<file path="config.mk">
export PLATFORM = sky130hd
export DESIGN_NAME = psum_deskew_acc
export DESIGN_NICKNAME = d
export VERILOG_FILES = /design/src/rtl/sysarr_pkg.sv /design/src/rtl/skew_delay_line.sv /design/src/rtl/psum_deskew_acc.sv
export SDC_FILE = /design/constraint.sdc
export NUM_CORES = 2
export LEC_CHECK = 0
export BUFFER_PORTS_ARGS = -buffer_cell sky130_fd_sc_hd__buf_2
export CORE_ASPECT_RATIO = 1.75
export CORE_MARGIN = 5
export CORE_UTILIZATION = 40
export CTS_BUF_LIST = sky130_fd_sc_hd__clkbuf_4 sky130_fd_sc_hd__clkbuf_8
export DETAILED_ROUTE_END_ITERATION = 12
export PLACE_DENSITY = 0.56
export REMOVE_ABC_BUFFERS = 1
export SYNTH_ARGS = -nofsm -noshare
export SYNTH_HDL_FRONTEND = slang
export SYNTH_SLANG_ARGS = --single-unit
</file>
<file path="constraint.sdc">
create_clock -name clk -period 3.9 [get_ports clk]
set_input_delay 0.78 -clock clk [delete_from_list [all_inputs] [get_ports clk]]
set_output_delay 0.78 -clock clk [all_outputs]
set_load 0.01 [all_outputs]
</file>
<file path="src/rtl/sysarr_pkg.sv">
// Shared systolic-array definitions: default widths, FSM encodings, sign extension.
// Latency: n/a (package only).
// Backpressure: n/a (package only).
package sysarr_pkg;

    // Defaults shared with the PE row so both sides agree on lane widths.
    localparam int PARTIAL_SUM_BW_DEF = 19;
    localparam int ACC_BW_DEF         = 24;
    localparam int MATRIX_SIZE_DEF    = 8;

    typedef enum logic {
        ACC_IDLE  = 1'b0,
        ACC_ACCUM = 1'b1
    } acc_state_t;

    typedef enum logic {
        OUT_EMPTY = 1'b0,
        OUT_FULL  = 1'b1
    } out_state_t;

    // Sign-extend the low from_bw bits of val to 64 bits. Callers truncate to
    // their own width, which keeps the helper usable for any lane/acc width.
    function automatic logic [63:0] sext64(input logic [63:0] val,
                                           input int unsigned from_bw);
        logic signed [63:0] shifted;
        shifted = signed'(val << (64 - from_bw));
        return unsigned'(shifted >>> (64 - from_bw));
    endfunction

endpackage

</file>
<file path="src/rtl/skew_delay_line.sv">
// Fixed-depth register delay line; DEPTH=0 degenerates to a wire.
// Latency: DEPTH cycles.
// Backpressure: none; data advances every cycle.
//
// Ports: clk, rstn (sync active-low, clears every stage), d (WIDTH in),
//        q (d delayed by DEPTH cycles).
module skew_delay_line #(
    parameter int WIDTH = 1,
    parameter int DEPTH = 1
) (
    input  logic             clk,
    input  logic             rstn,
    input  logic [WIDTH-1:0] d,
    output logic [WIDTH-1:0] q
);

    if (DEPTH == 0) begin : g_pass
        logic unused_ok;
        assign unused_ok = clk ^ rstn;
        assign q = d;
    end else begin : g_pipe
        logic [WIDTH-1:0] stage [DEPTH];

        always_ff @(posedge clk) begin
            if (!rstn) begin
                for (int i = 0; i < DEPTH; i++) stage[i] <= '0;
            end else begin
                stage[0] <= d;
                for (int i = 1; i < DEPTH; i++) stage[i] <= stage[i-1];
            end
        end

        assign q = stage[DEPTH-1];
    end

endmodule

</file>
<file path="src/rtl/psum_deskew_acc.sv">
// Deskews staggered PE-row results, accumulates K-tiles, presents finished vectors.
// Latency: row-0 tile with last in cycle t -> out_valid/ACC_OUT in cycle t+MATRIX_SIZE.
// Backpressure: single output register; a vector completing while it is held is dropped (err_ovf).
//
// Ports: clk, rstn (sync active-low); in_valid/in_first/in_last qualify row 0,
//        row r arrives r cycles later on RESULTS (row 0 in MSB slice);
//        out_valid/out_ready/ACC_OUT output handshake (same packing);
//        err_ovf, err_seq sticky error flags.
module psum_deskew_acc
    import sysarr_pkg::*;
#(
    parameter int PARTIAL_SUM_BW = PARTIAL_SUM_BW_DEF,
    parameter int ACC_BW         = ACC_BW_DEF,
    parameter int MATRIX_SIZE    = MATRIX_SIZE_DEF
) (
    input  logic                               clk,
    input  logic                               rstn,
    input  logic                               in_valid,
    input  logic                               in_first,
    input  logic                               in_last,
    input  logic [MATRIX_SIZE*PARTIAL_SUM_BW-1:0] RESULTS,
    output logic                               out_valid,
    input  logic                               out_ready,
    output logic [MATRIX_SIZE*ACC_BW-1:0]      ACC_OUT,
    output logic                               err_ovf,
    output logic                               err_seq
);

    localparam int PSB = PARTIAL_SUM_BW;

    logic [MATRIX_SIZE*PSB-1:0]    aligned;
    logic [2:0]                    ctl_q;
    logic                          al_valid, al_first, al_last;

    // Row r sits in slice MATRIX_SIZE-1-r and needs MATRIX_SIZE-1-r stages to
    // line up with the last row, which is already on time.
    for (genvar r = 0; r < MATRIX_SIZE; r++) begin : g_lane
        localparam int LSB = (MATRIX_SIZE - 1 - r) * PSB;
        skew_delay_line #(
            .WIDTH (PSB),
            .DEPTH (MATRIX_SIZE - 1 - r)
        ) u_dly (
            .clk  (clk),
            .rstn (rstn),
            .d    (RESULTS[LSB +: PSB]),
            .q    (aligned[LSB +: PSB])
        );
    end

    skew_delay_line #(
        .WIDTH (3),
        .DEPTH (MATRIX_SIZE - 1)
    ) u_ctl_dly (
        .clk  (clk),
        .rstn (rstn),
        .d    ({in_valid, in_first, in_last}),
        .q    (ctl_q)
    );

    assign {al_valid, al_first, al_last} = ctl_q;

    acc_state_t                 acc_state, acc_state_nxt;
    out_state_t                 out_state, out_state_nxt;
    logic [MATRIX_SIZE*ACC_BW-1:0] acc, acc_next;
    logic                       restart, seq_viol, load, drop;

    // Accumulator FSM. A missing first while idle still starts a fresh sum,
    // and a stray first mid-vector throws the partial sum away.
    always_comb begin
        acc_state_nxt = acc_state;
        restart       = 1'b0;
        seq_viol      = 1'b0;
        if (al_valid) begin
            restart       = al_first || (acc_state == ACC_IDLE);
            seq_viol      = (al_first && (acc_state == ACC_ACCUM)) ||
                            (!al_first && (acc_state == ACC_IDLE));
            acc_state_nxt = al_last ? ACC_IDLE : ACC_ACCUM;
        end
    end

    // Per-lane sign-extend and add; wraps naturally at ACC_BW.
    always_comb begin
        acc_next = '0;
        for (int l = 0; l < MATRIX_SIZE; l++) begin
            acc_next[l*ACC_BW +: ACC_BW] =
                (restart ? '0 : acc[l*ACC_BW +: ACC_BW]) +
                ACC_BW'(sext64(64'(aligned[l*PSB +: PSB]), PSB));
        end
    end

    // Output register FSM. A concurrent handshake frees the slot for the new
    // vector in the same cycle, so back-to-back vectors stream without loss.
    always_comb begin
        out_state_nxt = out_state;
        load          = 1'b0;
        drop          = 1'b0;
        if (al_valid && al_last) begin
            if ((out_state == OUT_EMPTY) || out_ready) begin
                load          = 1'b1;
                out_state_nxt = OUT_FULL;
            end else begin
                drop = 1'b1;
            end
        end else if ((out_state == OUT_FULL) && out_ready) begin
            out_state_nxt = OUT_EMPTY;
        end
    end

    always_ff @(posedge clk) begin
        if (!rstn) begin
            acc_state <= ACC_IDLE;
            out_state <= OUT_EMPTY;
            acc       <= '0;
            ACC_OUT   <= '0;
            err_ovf   <= 1'b0;
            err_seq   <= 1'b0;
        end else begin
            acc_state <= acc_state_nxt;
            out_state <= out_state_nxt;
            if (al_valid) acc <= acc_next;
            if (load)     ACC_OUT <= acc_next;
            if (drop)     err_ovf <= 1'b1;
            if (seq_viol) err_seq <= 1'b1;
        end
    end

    assign out_valid = (out_state == OUT_FULL);

endmodule

</file>
==> flow_summary.json <==
{
  "grt_pass1_vias": 28600,
  "place.port_buffers": 352,
  "p_total_uw": 19700,
  "setup_viol_count_final": 0,
  "power_switching_share_pct": 22.6,
  "synthesis.area_um2": 38500,
  "synth_edf_count": 0,
  "dpl_cell_area_um2": 41500,
  "synth_compound_area_share_pct": 14.8,
  "yosysUniqueCellTypes": 80,
  "p_leak_uw": 0.0196,
  "ant_nets": 0,
  "syn_inst": 4061,
  "hold_slack_ps": 123,
  "synth_mux_area_share_pct": 2.31,
  "cp_num_buf_inv": 2,
  "globalplace.congestion": 0.882,
  "crit_path_max_incr_delay_ps": 440,
  "drc_errors": 0,
  "power_frac_comb_pct": 3.0,
  "yosys_warnings": 0,
  "post-place-ws_ps": 277,
  "grtUsageTotal_pct": 18.7,
  "synth_area_per_cell_um2": 9.49,
  "worstMarginPinSlew_ps": 1100,
  "final_cell_mix": "dfxtp_1, and2_1, buf_2",
  "p_clk_share_pct": 47.1,
  "synth_ff_type": "dfxtp_1",
  "area_growth_pct": 16.5,
  "first_pass_iters": 5,
  "finClkSkew_ps": 34.4,
  "synthAdderAreaFrac_pct": 6.42,
  "critPathKind": "reg2reg",
  "die_h_um": 421,
  "slowest_stage": "fa_1",
  "grt_pass1_wl_um": 155000,
  "nNetsFinal": 4732,
  "core_um2": 95500,
  "post-route-period-util_pct": 92.3,
  "slew_violations": 0,
  "rows": 150,
  "final_common_cell": "dfxtp_1",
  "period_minus_slack_ps": 3600,
  "critPathMaxFanout": 41,
  "die_area_um2": 103000,
  "power_density_nw_per_um2": 439,
  "stdcell_area_um2": 44900,
  "drt_iter0_markers": 1253,
  "cp-end-kind": "flip-flop",
  "antenna_found_initial": 3,
  "synth_area_leaders": "dfxtp_1, and2_1, ha_1, a21oi_1, nand2_1",
  "rsz0062_at_grt": "false",
  "ys_seq_area_share_pct": 48.9,
  "cts_buffer_depth": 3,
  "die_x_um": 245,
  "setup_ws_ps": 302,
  "ys_seq_elements": 941,
  "place_hpwl_um": 66100,
  "root_buffer": "clkbuf_8",
  "post_drt_wl_per_cell_um": 17.2,
  "vias_per_cell": 5.01,
  "cp_data_required_time_ps": 4660,
  "final_util_pct": 47.0,
  "power.switching_uw": 4460,
  "yosys.area_share.simple_pct": 21.4,
  "grt-ovfl-total": 0,
  "num_vias": 28700,
  "numCtsBuffers": 145,
  "hp-class": "in2reg",
  "async_flop_share_pct": 0,
  "htreeDepth": 4,
  "wirelength_um": 98300,
  "netlist.area_leader.share_pct": 48.9,
  "synth_top_family_by_area": "simple AND/OR/NAND/NOR gates",
  "worst_ir_drop_vdd_mv": 0.331,
  "maxSlewHeadroom_pct": 26.9,
  "synth_area_leader_cell": "dfxtp_1",
  "worstSkewPairLatency_ps": 860,
  "crit_top_cell": "ha_1",
  "fmax_ghz": 0.278,
  "top_level_ports": 353,
  "p_int_uw": 15200,
  "fillCellCount": 9330,
  "grt_max_degree": 279,
  "final_hold_viol_count": 0,
  "path_delay_family": "compound AO/OA/AOI/OAI gates",
  "clk_pin_slew_ps": 60,
  "start_util_pct": 40.3,
  "synthXorXnorAreaFrac_pct": 3.59,
  "status": "completed",
  "drv_cap": 0,
  "power_frac_seq_pct": 49.9,
  "clkSinkCount": 941,
  "cts_tree": "done",
  "path_cells": "inv_1, ha_1, nand2b_4, buf_12, and2_1, ha_1, fa_1, a21o_1, a21o_4, a211oi_4, nor3_1, o32ai_1, o21ai_1, xor2_1, a22o_1",
  "critPathArrivalTime_ps": 4350,
  "startpoint_type": "flip-flop",
  "drive_gt1_share_pct": 15.7
}
[worst reg2reg max path: cells and delay by family (launching register included)]
family,cells,cell delay (ps)
flip-flops,1,300
AND/OR/NAND/NOR,3,480
XOR/XNOR,1,170
AO/OA/AOI/OAI,6,1510
adder cells (fa/ha/maj),3,840
buffers and inverters,2,220
[stage by stage]
| stage | instances | setup TNS, ps |
|---|---|---|
| 2_1_floorplan | 3833 | -2619680 |
| 3_3_place_gp | 5447 | 0 |
| 3_5_place_dp | 5447 | 0 |
| 4_1_cts | 5715 | 0 |
| 5_1_grt | 5716 | 0 |
| 6_report | 5719 | 0 |
[sequential cells by signal (all words and copies together) (netlist names)]
| name | flops |
|---|---|
| g_lane.u_dly.g_pipe.stage | 532 |
| ACC_OUT | 192 |
| acc | 192 |
| u_ctl_dly.g_pipe.stage | 21 |
| acc_state | 1 |
| err_ovf | 1 |
| err_seq | 1 |
| out_valid | 1 |
[power by group through the flow]
stage / sequential [uW] / clock [uW] / combinational [uW]
6_report: 9840 / 9290 / 588
5_1_grt: 9840 / 10100 / 663
4_1_cts: 9840 / 9660 / 602
3_5_place_dp: 10000 / 0 / 597
3_3_place_gp: 10000 / 0 / 594
2_1_floorplan: 10000 / 0 / 315
[path summary, 6_finish.rpt]
| path | cells after the start | slack (ps) | endpoint | startpoint |
|---|---|---|---|---|
| setup / recovery | 15 | 300 | acc[70] | u_ctl_dly.g_pipe.stage[0][19] |
| hold / removal | 2 | 120 | g_lane[5].u_dly.g_pipe.stage[0][14] | RESULTS[52] |
| setup reg to reg | 15 | 300 | acc[70] | u_ctl_dly.g_pipe.stage[0][19] |
| hold reg to reg | 1 | 410 | g_lane[0].u_dly.g_pipe.stage[0][117] | g_lane[0].u_dly.g_pipe.stage[0][98] |
[cells in the mapped netlist (4+ instances only)]
library cell / n
dfxtp_1: 941
and2_1: 747
nand2_1: 314
nor2_1: 252
a21oi_1: 246
clkbuf_1: 199
ha_1: 185
o21ai_0: 168
xnor2_1: 110
a21o_1: 92
mux2i_1: 88
a22o_1: 87
a211oi_1: 69
nand3_1: 67
xor2_1: 48
a31oi_1: 35
inv_1: 34
nor3_1: 32
nand4_1: 31
o21bai_1: 27
buf_1: 22
nand2b_1: 22
nor2b_1: 20
a21boi_0: 19
and3_1: 18
o21a_1: 18
o211ai_1: 16
nand3b_1: 10
o21ai_1: 9
or3_1: 9
fa_1: 8
buf_2: 7
nand4b_1: 7
o31ai_1: 7
a31o_2: 6
o211a_1: 6
nor3b_1: 5
or4_1: 5
a221oi_1: 4
a41o_1: 4
o22ai_1: 4
or2_2: 4
[layout make-up]
class	count	area [um2]	area share, %
well taps	1216	1520	3.39
repair buffers	401	2260	5.03
diodes	4	10.0	0.0223
clock inverters	51	634	1.41
clock buffers	214	2720	6.06
flip-flops and latches	941	18800	42.0
inverters	34	135	0.301
multi-input cells	2858	18800	41.8
[layer usage]
layer	routed length (um)	up-vias	global-route usage, %
li1	-	14500	-
met1	42900	13400	22.5
met2	47500	593	32.6
met3	5140	165	4.54
met4	2700	0	6.82
met5	0	-	0
[cells by family after synthesis]
family / Yosys count
AOI/OAI and AO/OA: 863
xor gates and xnor gates: 158
muxes: 89
DFF: 941
adders and majority gates: 193
buffers and inverters: 262
and+or+nand+nor: 1555
[repair_timing]
| action | 4_1_cts | 5_1_grt |
|---|---|---|
| setup endpoints to repair | 0 | 3 |
| hold endpoints to repair | 3 | 0 |
| buffers inserted | 0 | 0 |
| hold buffers | 3 | 0 |
| gates resized for setup | 0 | 2 |
Power figures use the tool's default switching activity.
